===== config.mk =====
export PLATFORM = sky130hd
export DESIGN_NAME = id_ex_stage
export DESIGN_NICKNAME = d
export VERILOG_FILES = /design/src/rtl/id_ex_stage.sv
export SDC_FILE = /design/constraint.sdc
export NUM_CORES = 1
export LEC_CHECK = 0
export ABC_CLOCK_PERIOD_IN_PS = 2550
export CAP_MARGIN = 30
export CORE_MARGIN = 3
export CORE_UTILIZATION = 45
export CTS_BUF_LIST = sky130_fd_sc_hd__clkbuf_4 sky130_fd_sc_hd__clkbuf_8
export DETAILED_ROUTE_END_ITERATION = 16
export GPL_TIMING_DRIVEN = 0
export PLACE_DENSITY = 0.88
export REMOVE_ABC_BUFFERS = 1
export SYNTH_ARGS = -nofsm -noshare
export SYNTH_HDL_FRONTEND = slang
export SYNTH_SLANG_ARGS = --single-unit

===== constraint.sdc =====
create_clock -name clk -period 2.55 [get_ports clk]
set_input_delay 0.255 -clock clk [delete_from_list [all_inputs] [get_ports clk]]
set_output_delay 0.255 -clock clk [all_outputs]
set_load 0.01 [all_outputs]

===== src/rtl/id_ex_stage.sv =====
// rtl/id_ex_stage.sv - ID/EX pipeline register with operand forwarding, immediate sign-extension and load-use stall
module id_ex_stage #(
  parameter int DW = 16
) (
  input  logic          clk,
  input  logic          rst,
  input  logic          id_valid,
  input  logic [DW-1:0] id_instr,
  input  logic [DW-1:0] rf_rdata1,
  input  logic [DW-1:0] rf_rdata2,
  input  logic          FORWARD_OP1_MUX,
  input  logic          FORWARD_OP2_MUX,
  input  logic [DW-1:0] fw_op1,
  input  logic [DW-1:0] fw_op2,
  input  logic          flush,
  output logic          stall,
  output logic          ex_valid,
  output logic [DW-1:0] ex_instr,
  output logic [DW-1:0] ex_op1,
  output logic [DW-1:0] ex_op2,
  output logic [DW-1:0] ex_wdata,
  output logic [2:0]    ex_dest,
  output logic          ex_we,
  output logic          ex_mem_rd,
  output logic          ex_mem_wr
);

  typedef enum logic {RUN, BUBBLE} state_t;

  state_t state_q, state_d;

  logic [3:0]    op;
  logic [2:0]    rs, rt, rd;
  logic [DW-1:0] rs_val, rt_val, imm_sext;

  assign op       = id_instr[15:12];
  assign rs       = id_instr[11:9];
  assign rt       = id_instr[8:6];
  assign rd       = id_instr[5:3];
  assign rs_val   = FORWARD_OP1_MUX ? fw_op1 : rf_rdata1;
  assign rt_val   = FORWARD_OP2_MUX ? fw_op2 : rf_rdata2;
  assign imm_sext = {{(DW-6){id_instr[5]}}, id_instr[5:0]};

  logic          d_we, d_mem_rd, d_mem_wr, use_rs, use_rt;
  logic [2:0]    d_dest;
  logic [DW-1:0] d_op1, d_op2;

  always_comb begin
    d_we     = 1'b0;
    d_mem_rd = 1'b0;
    d_mem_wr = 1'b0;
    d_dest   = 3'd0;
    d_op1    = rs_val;
    d_op2    = rt_val;
    use_rs   = 1'b0;
    use_rt   = 1'b0;
    case (op)
      4'd0: begin
        use_rs = 1'b1; use_rt = 1'b1; d_dest = rd; d_we = 1'b1;
      end
      4'd1, 4'd3: begin
        use_rt = 1'b1; d_dest = rs; d_we = 1'b1;
        d_op1  = rt_val; d_op2 = imm_sext;
      end
      4'd4: begin
        use_rs = 1'b1; d_dest = rt; d_we = 1'b1; d_mem_rd = 1'b1;
        d_op2  = imm_sext;
      end
      4'd5: begin
        use_rs = 1'b1; use_rt = 1'b1; d_mem_wr = 1'b1;
        d_op2  = imm_sext;
      end
      4'd6: begin
        use_rs = 1'b1; use_rt = 1'b1;
      end
      default: ;
    endcase
  end

  // r0 is deliberately not excluded from the compare
  logic hz;
  assign hz = id_valid & ex_valid & ex_mem_rd &
              ((use_rs & (ex_dest == rs)) | (use_rt & (ex_dest == rt)));

  logic load_id;

  always_comb begin
    state_d = state_q;
    stall   = 1'b0;
    load_id = 1'b0;
    case (state_q)
      RUN: begin
        if (flush) begin
          state_d = RUN;
        end else if (hz) begin
          stall   = 1'b1;
          state_d = BUBBLE;
        end else begin
          load_id = id_valid;
        end
      end
      BUBBLE: begin
        state_d = RUN;
        load_id = id_valid & ~flush;
      end
      default: state_d = RUN;
    endcase
  end

  always_ff @(posedge clk or negedge rst) begin
    if (!rst) begin
      state_q   <= RUN;
      ex_valid  <= 1'b0;
      ex_instr  <= '0;
      ex_op1    <= '0;
      ex_op2    <= '0;
      ex_wdata  <= '0;
      ex_dest   <= 3'd0;
      ex_we     <= 1'b0;
      ex_mem_rd <= 1'b0;
      ex_mem_wr <= 1'b0;
    end else begin
      state_q <= state_d;
      if (load_id) begin
        ex_valid  <= 1'b1;
        ex_instr  <= id_instr;
        ex_op1    <= d_op1;
        ex_op2    <= d_op2;
        ex_wdata  <= rt_val;
        ex_dest   <= d_dest;
        ex_we     <= d_we;
        ex_mem_rd <= d_mem_rd;
        ex_mem_wr <= d_mem_wr;
      end else begin
        ex_valid  <= 1'b0;
        ex_instr  <= '0;
        ex_op1    <= '0;
        ex_op2    <= '0;
        ex_wdata  <= '0;
        ex_dest   <= 3'd0;
        ex_we     <= 1'b0;
        ex_mem_rd <= 1'b0;
        ex_mem_wr <= 1'b0;
      end
    end
  end

endmodule


==> flow_summary.yaml <==
run_status:
  outcome: "completed"
setup_path:
  arrival_ps: 2170
  crit_path_start_kind: "flip-flop"
  crit_slowest_cell: "dfrtp_1"
  cp_max_fo: 3
  max_stage_delay_ps: 430
  critical_path_required_ps: 2300
  ff2ff_setup_slack_ps: 240
  r2r_end: "ex_op2[6]"
  r2r_start: "ex_dest[0]"
  end_kind: "output pin"
  worst-setup-path-type: "flip-flop to output pin"
  timing.critical_path.cells: "xor2_1 > a2111oi_4 > o21bai_1 > nor4bb_4 > dlygate4sd2_1"
  reg2reg_depth: 5
min_path:
  hp-class: "input pin to asynchronous set/reset pin"
sta:
  worst_slew_pin_slew_ps: 968
  relSlewSlack_pct: 35.2
  tns_ps: 0
  setup_viol: 0
  rsz0062_at_grt: "no"
  finalWorstPathRequiredPeriod_ps: 2430
  maxSlewViolCount: 0
  period_share_pct: 95.3
  hold_violations: 0
  fmax_mhz: 412
  hold_ws_ps: 50.2
  finClkSkew_ps: 10.2
route:
  viasPerCell: 5.30
  drc_errors: 0
  drt_iter0_markers: 139
  vias: 2881
  dr.pass1.iters: 4
  antenna_left: 0
  wl_per_cell_um: 17.8
  wirelength_mm: 9.68
cells_and_area:
  diodes: 0
  syn_to_final_growth_pct: 57.6
  final_nets: 530
  drive_above_1_share_pct: 9.82
yosys:
  yosysSeqAreaShare_pct: 55.2
  synth_cell_type_count: 32
  syn_avg_cell_area_um2: 10.9
  synth_seq_cells: 72
  syn_inst: 299
  yosysWarnings: 0
  netlist_area_um2: 3260
placement:
  io_buffers: 157
  gp_congestion: 0.871
  dp_hpwl_mm: 6.92
global_routing:
  antenna_found_initial: 0
  grt_pass1_vias: 3067
  grt-ovfl-total: 0
  grt_start_max_net_pins: 73
  grt_pass1_wl_mm: 15.8
  grt_usage_pct: 24.0
die:
  start_util_pct: 47.2
  die_x_um: 91.2
  rows: 30
  dieArea_um2: 8310
  core_area_um2: 6910
  pin_count: 158
  dieHeight_um: 91.2
power_and_ir_drop:
  max-vdd-ir-drop_mv: 0.337
  p_leak_nw: 2.25
  p_per_area_nw_per_um2: 512
cts:
  cts_sinks: 72
  clockBufferDepth: 2
  cts_buffers: 9
  cts_root_buffer: "clkbuf_8"
  post-cts-setup-buffers: 0
  clkTransAtPathRegs_ps: 80
  holdBufCountCts: 0
  clk_latency_ps: 330
  cts_max_level: 3
  cts_tree: "yes"
job:
  cap_violations: 0
-- worst max-delay path by stage --
stage / from / to / cells past startpoint
floorplan: ex_dest[0] / ex_instr[0] / 4
global placement: id_instr[12] / ex_instr[1] / 5
detailed placement: id_instr[12] / stall / 5
CTS: ex_dest[1] / stall / 5
global route: ex_dest[1] / stall / 5
finish: ex_dest[1] / stall / 5
-- sequential cells by signal, indices dropped and copies added (netlist names) --
name       flops
ex_mem_rd      1
ex_mem_wr      1
ex_op1        16
state_q        1
ex_valid       1
ex_wdata      16
ex_instr      16
ex_op2        16
ex_we          1
ex_dest        3
-- cell usage after synthesis, drive strengths merged --
library cell | instances | area share, %
nand4b | 1 | 0.27
inv | 6 | 0.69
a211o | 1 | 0.27
nand2 | 18 | 2.1
mux2i | 22 | 6.7
nand4 | 1 | 0.19
a31o | 1 | 0.27
nor4bb | 1 | 0.31
clkbuf | 16 | 1.8
o21ai | 18 | 2.8
o32a | 1 | 0.31
o21bai | 1 | 0.23
o21a | 1 | 0.23
a2111oi | 1 | 0.27
or3b | 1 | 0.27
or2 | 1 | 0.19
nor4b | 2 | 1.0
a21oi | 15 | 2.3
xnor2 | 1 | 0.27
mux2 | 16 | 5.5
xor2 | 6 | 1.6
nor3b | 27 | 6.2
a21o | 1 | 0.23
nor3 | 43 | 6.6
a211oi | 1 | 0.23
nand2b | 6 | 1.2
dfrtp | 72 | 55
nor2 | 5 | 0.58
buf | 13 | 2.2
-- per-stage QoR --
| stage | utilization [%] | setup WS, ps | power (mW) | instances | cell area (µm²) |
|---|---|---|---|---|---|
| 3_5_place_dp | 71.0 | -456 | 1.73 | 529 | 4900 |
| 2_1_floorplan | - | -400 | 1.41 | 270 | 3130 |
| 6_report | 74.5 | 120 | 2.63 | 544 | 5140 |
| 3_3_place_gp | 69.8 | -1690 | 1.71 | 523 | 4820 |
| 5_1_grt | 74.5 | 43.2 | 2.76 | 544 | 5140 |
| 4_1_cts | 74.1 | 97.9 | 2.66 | 544 | 5120 |
-- layer usage --
layer  global-route usage, %  routed length, µm
met1                    27.9               3620
met4                    9.17                228
met5                       0                  0
met2                    42.4               5150
met3                    5.97                690
-- cells in the final DEF (no fill, tap or decap), drive strengths merged, types with 2 or more instances in the layout --
master and instances:
a21oi 15, buf 7, clkbuf 12, clkdlybuf4s50 153, clkinv 2, dfrtp 72
dlygate4sd2 2, inv 6, mux2 16, mux2i 22, nand2 18, nand2b 6
nor2 5, nor3 43, nor3b 27, nor4b 2, o21ai 18, xor2 6
-- layout make-up --
cell class	count	area (µm²)
fillers	522	1760
clock buffers	12	165
inverters	6	22.5
multi-input cells	192	1340
repair buffers	163	1650
clock inverters	3	40.0
well taps	96	120
flip-flops and latches	72	1800
-- what timing repair did --
item                                    4_1_cts  5_1_grt
hold endpoints to repair                      0        0
endpoints found under the setup margin        1        1
resized for setup                             5        3
pin swaps                                     0        0
-- where the power goes --
part | leakage [nW] | internal [mW] | switching, mW | total [mW]
Combinational | 1.17 | 0.291 | 0.219 | 0.510
Sequential | 0.971 | 1.19 | 0.0150 | 1.20
Clock | 0.108 | 0.524 | 0.395 | 0.919
-- worst max-delay path: cells and delay by family, from the launching register on --
family                    cells  cell delay, ps
xor gates and xnor gates      1             210
buffers and inverters         1             310
AOI/OAI and AO/OA             2             550
and+or+nand+nor               1             340
DFF                           1             430
-- cell families (layout without fill, tap and decap cells) --
kind of cell,after synthesis,in the layout,synth area share (%)
XOR/XNOR,7,7,1.88
AND/OR/NAND/NOR,106,106,18.8
multiplexers,38,38,12.3
buffers and inverters,35,184,4.72
AO/OA/AOI/OAI,41,41,7.09
flip-flops,72,72,55.2
Power figures use the tool's default switching activity.
